**config.mk**
```make
export PLATFORM = sky130hd
export DESIGN_NAME = avalon_crypto_regbank
export DESIGN_NICKNAME = d
export VERILOG_FILES = /design/src/rtl/crypto_regbank_pkg.sv /design/src/rtl/avalon_crypto_regbank.sv
export SDC_FILE = /design/constraint.sdc
export NUM_CORES = 1
export LEC_CHECK = 0
export CAP_MARGIN = 20
export CORE_ASPECT_RATIO = 1.1
export CORE_MARGIN = 2
export CORE_UTILIZATION = 45
export CTS_CLUSTER_SIZE = 25
export DETAILED_ROUTE_END_ITERATION = 6
export PLACE_DENSITY_LB_ADDON = 0.3
export SYNTH_ARGS = -nofsm -noshare
export SYNTH_HDL_FRONTEND = slang
export SYNTH_SLANG_ARGS = --single-unit
```
**constraint.sdc**
```tcl
create_clock -name CLK -period 4.5 [get_ports CLK]
set_input_delay 1.125 -clock CLK [delete_from_list [all_inputs] [get_ports CLK]]
set_output_delay 1.125 -clock CLK [all_outputs]
set_load 0.005 [all_outputs]
```
**src/rtl/crypto_regbank_pkg.sv**
```systemverilog
// Shared definitions for the Avalon crypto register bank: FSM states,
// CTRL/STATUS bit positions and register-map offset helpers.
package crypto_regbank_pkg;

  typedef enum logic [1:0] {
    ST_IDLE   = 2'd0,
    ST_LAUNCH = 2'd1,
    ST_WAIT   = 2'd2
  } rb_state_t;

  // CTRL bit positions
  localparam int CTRL_START  = 0;
  localparam int CTRL_IRQ_EN = 1;

  // STATUS bit positions
  localparam int STAT_DONE    = 0;
  localparam int STAT_BUSY    = 1;
  localparam int STAT_LOCKERR = 2;
  localparam int STAT_TMO     = 3;

  // Key block always starts at word 0; the argument keeps all helpers uniform.
  function automatic int key_base(input int w);
    return 0 * w;
  endfunction

  function automatic int in_base(input int w);
    return w;
  endfunction

  function automatic int out_base(input int w);
    return 2 * w;
  endfunction

  function automatic int ctrl_addr(input int w);
    return 3 * w;
  endfunction

  function automatic int status_addr(input int w);
    return 3 * w + 1;
  endfunction

endpackage

```
**src/rtl/avalon_crypto_regbank.sv**
```systemverilog
// Avalon-MM slave register bank in front of a W-word block-cipher core.
// Holds key/input words, launches the core with a one-cycle start pulse,
// captures the result on completion and reports DONE/BUSY/LOCKERR/TMO.
module avalon_crypto_regbank
  import crypto_regbank_pkg::*;
#(
  parameter int WORDS       = 4,
  parameter int TIMEOUT_CYC = 0,
  parameter int ADDR_W      = $clog2(3 * WORDS + 2)
) (
  input  logic                  CLK,
  input  logic                  RESET,
  input  logic                  AVL_READ,
  input  logic                  AVL_WRITE,
  input  logic                  AVL_CS,
  input  logic [3:0]            AVL_BYTE_EN,
  input  logic [ADDR_W-1:0]     AVL_ADDR,
  input  logic [31:0]           AVL_WRITEDATA,
  output logic [31:0]           AVL_READDATA,
  output logic                  AVL_IRQ,
  output logic [31:0]           EXPORT_DATA,
  output logic                  CORE_START,
  output logic                  CORE_ABORT,
  input  logic                  CORE_DONE,
  output logic [32*WORDS-1:0]   CORE_KEY,
  output logic [32*WORDS-1:0]   CORE_IN,
  input  logic [32*WORDS-1:0]   CORE_RESULT
);

  // The wait counter only has to reach TIMEOUT_CYC-1, so it never wraps
  // while the timeout is enabled; with timeout disabled its value is unused.
  localparam int               CNT_W    = (TIMEOUT_CYC > 0) ? $clog2(TIMEOUT_CYC + 1) : 1;
  localparam logic [CNT_W-1:0] CNT_TERM = (TIMEOUT_CYC > 0) ? CNT_W'(TIMEOUT_CYC - 1) : '0;
  localparam bit               TMO_EN   = (TIMEOUT_CYC > 0);

  rb_state_t         state, state_nxt;
  logic [31:0]       key_r [WORDS];
  logic [31:0]       in_r  [WORDS];
  logic [31:0]       out_r [WORDS];
  logic              irq_en_r, done_r, lockerr_r, tmo_r, abort_r;
  logic [CNT_W-1:0]  wait_cnt;

  logic [31:0]       addr_w;
  logic [31:0]       rd_data;
  logic              wr_req, rd_req;
  logic              sel_key, sel_in, sel_ctrl, sel_status;
  logic              busy, start_wr, launch, done_hit, tmo_hit, lock_viol, status_clr;

  function automatic logic [31:0] be_merge(input logic [31:0] old_v,
                                           input logic [31:0] new_v,
                                           input logic [3:0]  be);
    logic [31:0] r;
    r = old_v;
    for (int b = 0; b < 4; b++)
      if (be[b]) r[8*b +: 8] = new_v[8*b +: 8];
    return r;
  endfunction

  assign addr_w     = 32'(AVL_ADDR);
  assign wr_req     = AVL_CS & AVL_WRITE;
  // A combined read+write performs only the write; READDATA keeps its value.
  assign rd_req     = AVL_CS & AVL_READ & ~AVL_WRITE;
  assign sel_key    = addr_w < 32'(in_base(WORDS));
  assign sel_in     = (addr_w >= 32'(in_base(WORDS))) && (addr_w < 32'(out_base(WORDS)));
  assign sel_ctrl   = addr_w == 32'(ctrl_addr(WORDS));
  assign sel_status = addr_w == 32'(status_addr(WORDS));

  assign busy       = (state != ST_IDLE);
  assign start_wr   = wr_req & sel_ctrl & AVL_BYTE_EN[0] & AVL_WRITEDATA[CTRL_START];
  assign launch     = start_wr & ~busy;
  assign done_hit   = (state == ST_WAIT) & CORE_DONE;
  // CORE_DONE in the terminal cycle takes priority over the abort.
  assign tmo_hit    = TMO_EN & (state == ST_WAIT) & ~CORE_DONE & (wait_cnt == CNT_TERM);
  assign lock_viol  = busy & ((wr_req & (sel_key | sel_in)) | start_wr);
  assign status_clr = wr_req & sel_status & AVL_BYTE_EN[0];

  // FSM state register
  always_ff @(posedge CLK) begin
    if (RESET) state <= ST_IDLE;
    else       state <= state_nxt;
  end

  // FSM next-state logic
  always_comb begin
    state_nxt = state;
    case (state)
      ST_IDLE:   if (launch) state_nxt = ST_LAUNCH;
      ST_LAUNCH: state_nxt = ST_WAIT;
      ST_WAIT:   if (done_hit || tmo_hit) state_nxt = ST_IDLE;
      default:   state_nxt = ST_IDLE;
    endcase
  end

  // Wait counter: zeroed while launching, counts every WAIT cycle
  always_ff @(posedge CLK) begin
    if (RESET)                   wait_cnt <= '0;
    else if (state == ST_LAUNCH) wait_cnt <= '0;
    else if (state == ST_WAIT)   wait_cnt <= wait_cnt + CNT_W'(1);
  end

  // Key/input/result registers; key/input writes are dropped while busy
  always_ff @(posedge CLK) begin
    if (RESET) begin
      for (int i = 0; i < WORDS; i++) begin
        key_r[i] <= '0;
        in_r[i]  <= '0;
        out_r[i] <= '0;
      end
    end else begin
      for (int i = 0; i < WORDS; i++) begin
        if (wr_req && !busy && addr_w == 32'(key_base(WORDS) + i))
          key_r[i] <= be_merge(key_r[i], AVL_WRITEDATA, AVL_BYTE_EN);
        if (wr_req && !busy && addr_w == 32'(in_base(WORDS) + i))
          in_r[i] <= be_merge(in_r[i], AVL_WRITEDATA, AVL_BYTE_EN);
        if (done_hit)
          out_r[i] <= CORE_RESULT[32*(WORDS-1-i) +: 32];
      end
    end
  end

  // Control and status bits; hardware set wins over a software clear
  always_ff @(posedge CLK) begin
    if (RESET) begin
      irq_en_r  <= 1'b0;
      done_r    <= 1'b0;
      lockerr_r <= 1'b0;
      tmo_r     <= 1'b0;
      abort_r   <= 1'b0;
    end else begin
      abort_r <= tmo_hit;
      if (wr_req && sel_ctrl && AVL_BYTE_EN[0])
        irq_en_r <= AVL_WRITEDATA[CTRL_IRQ_EN];

      if (done_hit)
        done_r <= 1'b1;
      else if (launch || (status_clr && AVL_WRITEDATA[STAT_DONE]))
        done_r <= 1'b0;

      if (tmo_hit)
        tmo_r <= 1'b1;
      else if (status_clr && AVL_WRITEDATA[STAT_TMO])
        tmo_r <= 1'b0;

      if (lock_viol)
        lockerr_r <= 1'b1;
      else if (status_clr && AVL_WRITEDATA[STAT_LOCKERR])
        lockerr_r <= 1'b0;
    end
  end

  // Read mux over the register map; unmapped addresses read 0
  always_comb begin
    rd_data = '0;
    for (int i = 0; i < WORDS; i++) begin
      if (addr_w == 32'(key_base(WORDS) + i)) rd_data = key_r[i];
      if (addr_w == 32'(in_base(WORDS) + i))  rd_data = in_r[i];
      if (addr_w == 32'(out_base(WORDS) + i)) rd_data = out_r[i];
    end
    if (sel_ctrl)
      rd_data[CTRL_IRQ_EN] = irq_en_r;
    if (sel_status) begin
      rd_data[STAT_DONE]    = done_r;
      rd_data[STAT_BUSY]    = busy;
      rd_data[STAT_LOCKERR] = lockerr_r;
      rd_data[STAT_TMO]     = tmo_r;
    end
  end

  // Registered read data with one cycle of latency
  always_ff @(posedge CLK) begin
    if (RESET)       AVL_READDATA <= '0;
    else if (rd_req) AVL_READDATA <= rd_data;
  end

  // Pack key/input words for the core, word 0 in the most significant slot
  always_comb begin
    CORE_KEY = '0;
    CORE_IN  = '0;
    for (int i = 0; i < WORDS; i++) begin
      CORE_KEY[32*(WORDS-1-i) +: 32] = key_r[i];
      CORE_IN[32*(WORDS-1-i) +: 32]  = in_r[i];
    end
  end

  assign CORE_START  = (state == ST_LAUNCH);
  assign CORE_ABORT  = abort_r;
  assign AVL_IRQ     = done_r & irq_en_r;
  assign EXPORT_DATA = {key_r[0][31:16], key_r[WORDS-1][15:0]};

endmodule

```
==> run_results.csv, run 1 <==
group,metric,value,unit
run_status,outcome,"finished with violations",
run_status,violations,"DRC",
yosys,synth_top_area_share,56.4,%
route,wl,83600,µm
final_layout,utilization,60.3,%
yosys,synth_area_leader_cell,"edfxtp_1",
clock_tree,ctsResizeCount,0,
yosys,yosys-top-cells-area,"edfxtp_1, and2_1, dfxtp_1",
job,maxCapViolCount,0,
route,wl_per_cell,30.7,µm
yosys,synth.distinct_cells,71,
yosys,synth-simple-area-share,17.2,%
worst_setup_path,worstPathMaxFanout,36,
grt,grt_start_max_net_pins,129,
final_layout,register_area,12300,µm²
final_layout,fillers,3616,
sta,tightest_slew,1.04,ns
clock_tree,clk_pin_slew_worst_paths,0.06,ns
yosys,synthAdderAreaFrac,0,%
place,dp_cells,2643,
yosys,synthMuxAreaShare,2.57,%
worst_setup_path,slowest_delay,0.63,ns
sta,fin_crit,3.37,ns
grt,gr-total-overflow,0,
route,firstDrtPassIters,7,
grt,grt_pass1_vias,16200,
sta,fin_tns_setup,0,ns
route,num_vias,16800,
final_layout,syn2layout_area_growth,31.8,%
floorplan,die_x,207,µm
clock_tree,cts_tree,"done",
clock_tree,worstSkewPairLatency,0.60,ns
yosys,synth-compound-area-share,14.9,%
sta,fmax,297,MHz
place,gp_congestion,0.971,
power,powerDensity,344,nW/µm²
floorplan,die_h,228,µm
floorplan,rows,81,
yosys,netlist_top_cells_count,"and2_1, edfxtp_1, o21ai_0",
sta,fin_crit_sh,74.8,%
worst_setup_path,slowest_stage,"clkdlybuf4s50_1",
sta,setup-violations-final,0,
place,placed_area,25500,µm²
clock_tree,htree_levels,2,
worst_setup_path,end_kind,"register",
min_path,worstHoldPathType,"register to register",
yosys,yosysMostFrequentCell,"and2_1",
worst_setup_path,crit_required,4.72,ns
route,drt_iter0_drc,2381,
power,p_leak,10.0,nW
clock_tree,cts_hold_repair.buffers,0,
yosys,ys_seq_area_share,60.0,%
worst_setup_path,critPathLaunchType,"primary input",
worst_setup_path,worstPathArrival,3.59,ns
power,ir_worst_vdd,0.274,mV
clock_tree,clk_path_buf_depth,3,
clock_tree,cts_setup_buffers,0,
yosys,postSynthAreaPerCell,12.1,µm²
clock_tree,cts.sinks,421,
final_layout,instances_no_fill,2725,
worst_setup_path,path_class,"primary input to register",
final_layout,drive_gt1_share,7.57,%
yosys,yosys_warnings,0,
clock_tree,cts_root_buf,"clkbuf_16",
yosys,synthFlopType,"edfxtp_1",
place,port_buffers,495,
floorplan,ioPinCount,497,
place,place.detailed.hpwl,59700,µm
worst_setup_path,cp_cell_sequence,"clkdlybuf4s50_1, nand2_1, or3_4, nor2_8, a21o_1",
sta,slew_violations,0,
yosys,synthXorXnorAreaFrac,0,%
sta,rsz0062_at_grt,"no",
yosys,synth_top_family_by_area,"simple AND/OR/NAND/NOR gates",
sta,skew,0.0182,ns
yosys,synth_seq_cells,421,
clock_tree,numCtsBuffers,46,
grt,antenna_found_initial,4,
floorplan,coreArea,44700,µm²
route,vias_per_cell,6.18,
final_layout,multi_input_area,7140,µm²
yosys,synth_fp_nets,1868,
sta,slew_headroom,30.4,%
floorplan,die-area,47200,µm²
yosys,syn_area,20500,µm²
final_layout,final_nets,2285,
grt,grt_util_all_layers,34.2,%
route,ant_nets,0,
yosys,async_reset_ff_share,0,%
grt,grt_first_pass_wirelength,116000,µm
yosys,synth_edf_count,384,
floorplan,start_util,45.8,%
final_layout,stdcell_area,27000,µm²
yosys,syn_inst,1694,
route,drcViolationCount,2,
sta,final-hold-violation-count,0,
## cells by family after synthesis
| group | Yosys count |
|---|---|
| and+or+nand+nor | 588 |
| AOI/OAI and AO/OA | 444 |
| DFF | 421 |
| buffers and inverters | 189 |
| muxes | 51 |
| other | 1 |
## layer usage
metal / routed length [µm] / GRT usage, %
met2: 37600 / 52.5
met4: 3920 / 16.2
met3: 10200 / 8.26
met5: 17 / 0
met1: 31800 / 46.0
## critical path, delay by kind of cell
kind	cells	cell delay, ns
and+or+nand+nor	3	1.18
buffers and inverters	1	0.63
AOI/OAI and AO/OA	1	0.62
## through the flow
stage / hold slack (ns) / power (mW) / worst slack, ns
2_1_floorplan: 0.436 / 4.91 / 1.11
6_report: 0.471 / 9.27 / 1.13
3_3_place_gp: 0.451 / 5.51 / 0.630
3_5_place_dp: 0.456 / 5.52 / 0.626
4_1_cts: 0.467 / 9.24 / 1.23
5_1_grt: 0.522 / 9.45 / 1.15
## sequential cells by signal, summed over array words and instances (netlist names)
name,flops
out_r,128
done_r,1
in_r,128
state,2
AVL_READDATA,32
irq_en_r,1
lockerr_r,1
key_r,128
## layout make-up
cell class              count  area share [%]
clock inverters            20           0.729
clock buffers              58            4.71
flip-flops and latches    421            45.5
repair buffers            537            19.6
inverters                  21           0.292
well taps                 581            2.70
multi-input cells        1084            26.5
diodes                      3          0.0278
## cells in the final DEF (no fill, tap or decap), types with 37 or more instances in the layout
master	synthesis	final
mux2i_1	39	39
and2_1	388	388
o22ai_1	74	74
dfxtp_1	37	37
edfxtp_1	384	384
a21o_1	39	39
o21ai_0	109	109
nand2_1	58	57
a21oi_1	46	46
clkdlybuf4s50_1	0	490
clkbuf_16	0	49
buf_4	51	44
nor2_1	47	46
## worst paths after layout
| path | startpoint | endpoint | slack [ns] | depth (start not counted) |
|---|---|---|---|---|
| setup / recovery | AVL_CS | key_r[2][5] | 1.13 | 5 |
| hold / removal | lockerr_r | lockerr_r | 0.47 | 2 |
| setup reg to reg | state[1] | key_r[2][5] | 1.75 | 5 |
| hold reg to reg | lockerr_r | lockerr_r | 0.47 | 2 |
## power by group
part,switching (mW),internal [mW],leakage (nW)
logic,0.554,0.432,4.95
registers,0.107,4.38,4.36
clock network,1.59,2.21,0.724
(Power assumes the default switching activity.)
==> inputs of run 2 (changes only) <==
Clock period 4.5 ns to 3 ns, I/O delays scaled along.
==> run 2 against run 1 <==
Against the previous run:
- the run still ends with DRC left
- total power rose by 55%
- clock power rose by 59%
- count of clock-buffer cells in the layout fell by 8
- critical path depth fell by 3
- hold slack got worse by 0.0030 ns
- combinational power rose by 58%
- core utilization rose by 1.7 points
- register-to-register slack got worse by 0.97 ns
- sequential share of layout area fell by 1.3 points
- sequential power rose by 50%
- sequential cell count did not move
- clock skew rose by 0.0036 ns
- largest cell class unchanged
- largest power group unchanged
==> run_results.csv, run 2 (synthesis results as in run 1) <==
group,metric,value,unit
run_status,outcome,"finished with violations",
run_status,violations,"DRC",
grt,gr-total-overflow,0,
sta,final-hold-violation-count,0,
floorplan,coreArea,44700,µm²
worst_setup_path,crit_required,2.25,ns
min_path,worstHoldPathType,"register to register",
sta,fmax,388,MHz
floorplan,die-area,47200,µm²
clock_tree,cts_root_buf,"clkbuf_16",
worst_setup_path,worstPathMaxFanout,4,
clock_tree,htree_levels,2,
worst_setup_path,timing.rr.start,"state[1]",
worst_setup_path,reg2reg_slack,0.78,ns
grt,grt_util_all_layers,34.3,%
worst_setup_path,path_class,"register to output port",
final_layout,drive_gt1_share,10.6,%
route,wl_per_cell,29.8,µm
final_layout,reg_top3,"in_r: 128 flops, key_r: 128 flops, out_r: 128 flops",
sta,slew_violations,0,
route,ant_nets,0,
clock_tree,ctsResizeCount,0,
grt,grt_start_max_net_pins,69,
route,vias_per_cell,6.02,
clock_tree,worstSkewPairLatency,0.59,ns
min_path,holdPathStages,2,
grt,antenna_found_initial,3,
grt,grt_first_pass_wirelength,116000,µm
grt,grt_pass1_vias,16100,
worst_setup_path,reg2reg_to,"key_r[0][10]",
clock_tree,cts_tree,"done",
route,wl,83400,µm
power,ir_worst_vdd,0.389,mV
worst_setup_path,reg2reg_depth,5,
clock_tree,clk_pin_slew_worst_paths,0.07,ns
place,port_buffers,495,
min_path,min_from,"lockerr_r",
floorplan,die_x,207,µm
clock_tree,cts_setup_buffers,0,
place,gp_congestion,0.967,
clock_tree,cts.sinks,421,
clock_tree,clk_path_buf_depth,3,
sta,skew,0.0218,ns
power,fin_total_pwr,14.3,mW
floorplan,ioPinCount,497,
clock_tree,numCtsBuffers,45,
min_path,hold_path_end,"lockerr_r",
sta,slew_headroom,54.2,%
power,p_leak,10.5,nW
worst_setup_path,end_kind,"output port",
sta,layout_setup_ws,0.425,ns
place,placed_area,26100,µm²
worst_setup_path,slowest_delay,0.54,ns
sta,setup-violations-final,0,
floorplan,rows,81,
sta,fin_crit_sh,85.8,%
final_layout,final_cell_mix,"clkdlybuf4s50_1, and2_1, edfxtp_1",
route,firstDrtPassIters,7,
final_layout,stdcell_area,27700,µm²
place,pre_cts_ws,-0.0944,ns
job,maxCapViolCount,0,
final_layout,fillers,3529,
place,place.detailed.hpwl,63500,µm
sta,rsz0062_at_grt,"no",
route,drcViolationCount,14,
worst_setup_path,critPathLaunchType,"register",
worst_setup_path,cp_cell_sequence,"and2_1, clkdlybuf4s50_1",
final_layout,final_common_cell,"clkdlybuf4s50_1",
worst_setup_path,worstPathArrival,1.83,ns
power,powerDensity,517,nW/µm²
floorplan,start_util,45.8,%
final_layout,syn2layout_area_growth,35.6,%
floorplan,die_h,228,µm
worst_setup_path,slowest_stage,"clkdlybuf4s50_1",
final_layout,final_nets,2350,
sta,tightest_slew,0.685,ns
sta,fin_crit,2.58,ns
route,num_vias,16800,
route,drt_iter0_drc,2149,
clock_tree,cts_hold_repair.buffers,0,
==> run 2: changes by cell type in the layout (fill, tap and decap cells not counted), sizes merged <==
cell | previous run | this run
buf | 47 | 113
bufinv | 4 | 9
clkbuf | 58 | 50
clkinv | 16 | 19
clkinvlp | 1 | 5
inv | 20 | 21
==> run 2: how the worst max path moves through the flow <==
stage	startpoint	end	slack [ns]	depth (start not counted)
floorplan	AVL_ADDR[3]	key_r[1][0]	0.67	5
global placement	AVL_CS	key_r[2][8]	-0.05	5
detailed placement	AVL_CS	key_r[2][8]	-0.09	5
CTS	done_r	AVL_IRQ	0.44	2
global route	state[0]	CORE_START	0.38	2
finish	done_r	AVL_IRQ	0.42	2
==> run 2: through the flow <==
stage / util, % / TNS [ns] / instances / hold slack (ns)
3_5_place_dp: 58.5 / -5.63 / 2710 / 0.457
3_3_place_gp: 58.5 / -1.47 / 2710 / 0.445
6_report: 62.0 / 0 / 2796 / 0.468
4_1_cts: 62.0 / 0 / 2793 / 0.466
5_1_grt: 62.0 / 0 / 2794 / 0.483
2_1_floorplan: - / 0 / 1694 / 0.436
==> run 2: layer usage <==
metal / GRT usage (%) / vias up / part of all wire, %
li1: - / 7158 / -
met1: 46.1 / 8207 / 39
met2: 53.5 / 1268 / 45
met3: 9.23 / 210 / 12
met4: 13.2 / 0 / 4.0
met5: 0 / - / 0
==> run 2: power breakdown <==
group,switching [mW],leakage (nW),internal [mW]
registers,0.167,4.36,6.56
clock network,2.41,0.771,3.65
logic,0.842,5.33,0.713
total,3.42,10.5,10.9
==> run 2: critical path, delay by kind of cell (launching register included) <==
family	cells	cell delay [ns]
buf+inv	1	0.54
flops	1	0.43
simple gates	1	0.26
==> run 2: cell type report <==
class,instances,area (µm²),share of cell area [%]
Clock buffer,50,1200,4.32
Inverter,21,78.8,0.284
Clock inverter,33,395,1.43
Sequential cell,421,12300,44.3
Tap cell,581,727,2.62
Antenna cell,3,7.51,0.0271
Timing Repair Buffer,603,5910,21.3
Multi-Input combinational cell,1084,7140,25.8
==> inputs of run 3 (changes only) <==
Settings changed: RECOVER_POWER set to 25, TNS_END_PERCENT set to 20.
==> run 3 against run 2 <==
Against the previous run:
- the flow still finishes with violations (DRC)
- core utilization shrank 0.11 points
- fmax fell by 5.4%
- hold slack better by 0.0028 ns
- critical endpoint is now in_r[1][19]
- wire length barely moved
- highest routed layer unchanged
- sequential power about the same
==> run_results.csv, run 3 (synthesis results as in run 1) <==
group,metric,value,unit
final_layout,reg_top3,"in_r: 128 flops, key_r: 128 flops, out_r: 128 flops",
sta,setup-violations-final,0,
final_layout,multi_input_area,7100,µm²
clock_tree,numCtsBuffers,45,
worst_setup_path,end_kind,"register",
sta,fin_crit,2.72,ns
power,p_leak,10.4,nW
route,vias_per_cell,6.02,
sta,rsz0062_at_grt,"no",
worst_setup_path,slowest_delay,0.72,ns
clock_tree,worstSkewPairLatency,0.59,ns
clock_tree,cts_setup_buffers,0,
worst_setup_path,path_class,"primary input to register",
final_layout,final_common_cell,"clkdlybuf4s50_1",
sta,final-hold-violation-count,0,
final_layout,utilization,61.9,%
power,powerDensity,518,nW/µm²
floorplan,rows,81,
floorplan,die-area,47200,µm²
worst_setup_path,cp_cell_sequence,"dlygate4sd3_1, nand4_1, nor3_1, buf_12, a21o_1",
final_layout,final_nets,2350,
run_status,violations,"DRC",
route,wl,83400,µm
power,ir_worst_vdd,0.388,mV
sta,tightest_slew,1.26,ns
sta,slew_violations,0,
grt,grt_start_max_net_pins,69,
grt,grt_pass1_vias,16100,
worst_setup_path,critPathBufInv,2,
min_path,worstHoldPathType,"register to register",
job,maxCapViolCount,0,
sta,slew_headroom,16.0,%
clock_tree,cts.sinks,421,
worst_setup_path,worstPathArrival,2.96,ns
worst_setup_path,crit_required,3.24,ns
sta,hold_ws,0.470,ns
final_layout,stdcell_area,27700,µm²
clock_tree,cts_root_buf,"clkbuf_16",
route,ant_nets,0,
route,drcViolationCount,1,
place,placed_area,26100,µm²
place,port_buffers,495,
clock_tree,htree_levels,2,
floorplan,die_x,207,µm
clock_tree,cts_hold_repair.buffers,0,
grt,gr-total-overflow,0,
grt,grt_first_pass_wirelength,116000,µm
grt,grt_util_all_layers,34.3,%
final_layout,register_area,12300,µm²
route,drt_iter0_drc,2055,
run_status,outcome,"finished with violations",
final_layout,fillers,3542,
clock_tree,clk_path_buf_depth,3,
place,gp_congestion,0.967,
worst_setup_path,worstPathMaxFanout,36,
final_layout,drive_gt1_share,10.4,%
floorplan,die_h,228,µm
worst_setup_path,critPathLaunchType,"primary input",
final_layout,final_cell_mix,"clkdlybuf4s50_1, edfxtp_1, and2_1",
floorplan,start_util,45.8,%
sta,fmax,367,MHz
sta,fin_crit_sh,90.7,%
route,firstDrtPassIters,7,
grt,antenna_found_initial,3,
floorplan,coreArea,44700,µm²
worst_setup_path,critPathTopFamily,"buffers and inverters",
final_layout,syn2layout_area_growth,35.3,%
place,place.detailed.hpwl,63500,µm
route,num_vias,16800,
clock_tree,clk_pin_slew_worst_paths,0.06,ns
route,wl_per_cell,29.8,µm
clock_tree,cts_tree,"done",
floorplan,ioPinCount,497,
worst_setup_path,slowest_stage,"dlygate4sd3_1",
sta,skew,0.0210,ns
clock_tree,ctsResizeCount,0,
run 3: final timing paths:
path	from	end	slack (ns)	depth (start not counted)
max reg2reg	state[1]	in_r[1][19]	0.61	5
max	AVL_CS	in_r[1][19]	0.28	5
min reg2reg	lockerr_r	lockerr_r	0.47	2
min	lockerr_r	lockerr_r	0.47	2
run 3: layout make-up:
class                      count  share of cell area [%]
multi-input combinational   1084                    25.7
clock inverter                33                    1.43
tap                          581                    2.63
sequential                   421                    44.3
timing repair buffer         603                    21.3
antenna                        4                  0.0362
inverter                      21                   0.285
clock buffer                  50                    4.33
run 3: stage by stage:
stage,setup slack [ns],setup TNS [ns],total power [mW],cells
final,0.278,0,14.3,2797
after CTS,0.441,0,14.3,2793
after global routing,0.249,0,14.7,2794
after global placement,-0.0458,-1.47,8.35,2710
after detailed placement,-0.0944,-5.63,8.36,2710
after floorplan,0.666,0,7.37,1694
run 3: power breakdown:
group / leakage (nW) / switching [mW] / internal [mW] / total (mW)
registers: 4.36 / 0.167 / 6.56 / 6.73
logic: 5.25 / 0.841 / 0.711 / 1.55
clock network: 0.771 / 2.41 / 3.65 / 6.05
run 3: routing by layer:
metal,GRT usage [%],share of wire (%),routed length (µm),vias to the layer above
met5,0,0,0,-
met4,13.2,3.9,3210,0
met3,9.23,12,9700,202
met2,53.5,45,37900,1294
met1,46.1,39,32600,8194
li1,-,-,-,7155
run 3: worst min-delay path: stages (launching register included):
cell	delay [ns]
dfxtp_1	0.31
nand2_1	0.05
a21oi_1	0.06
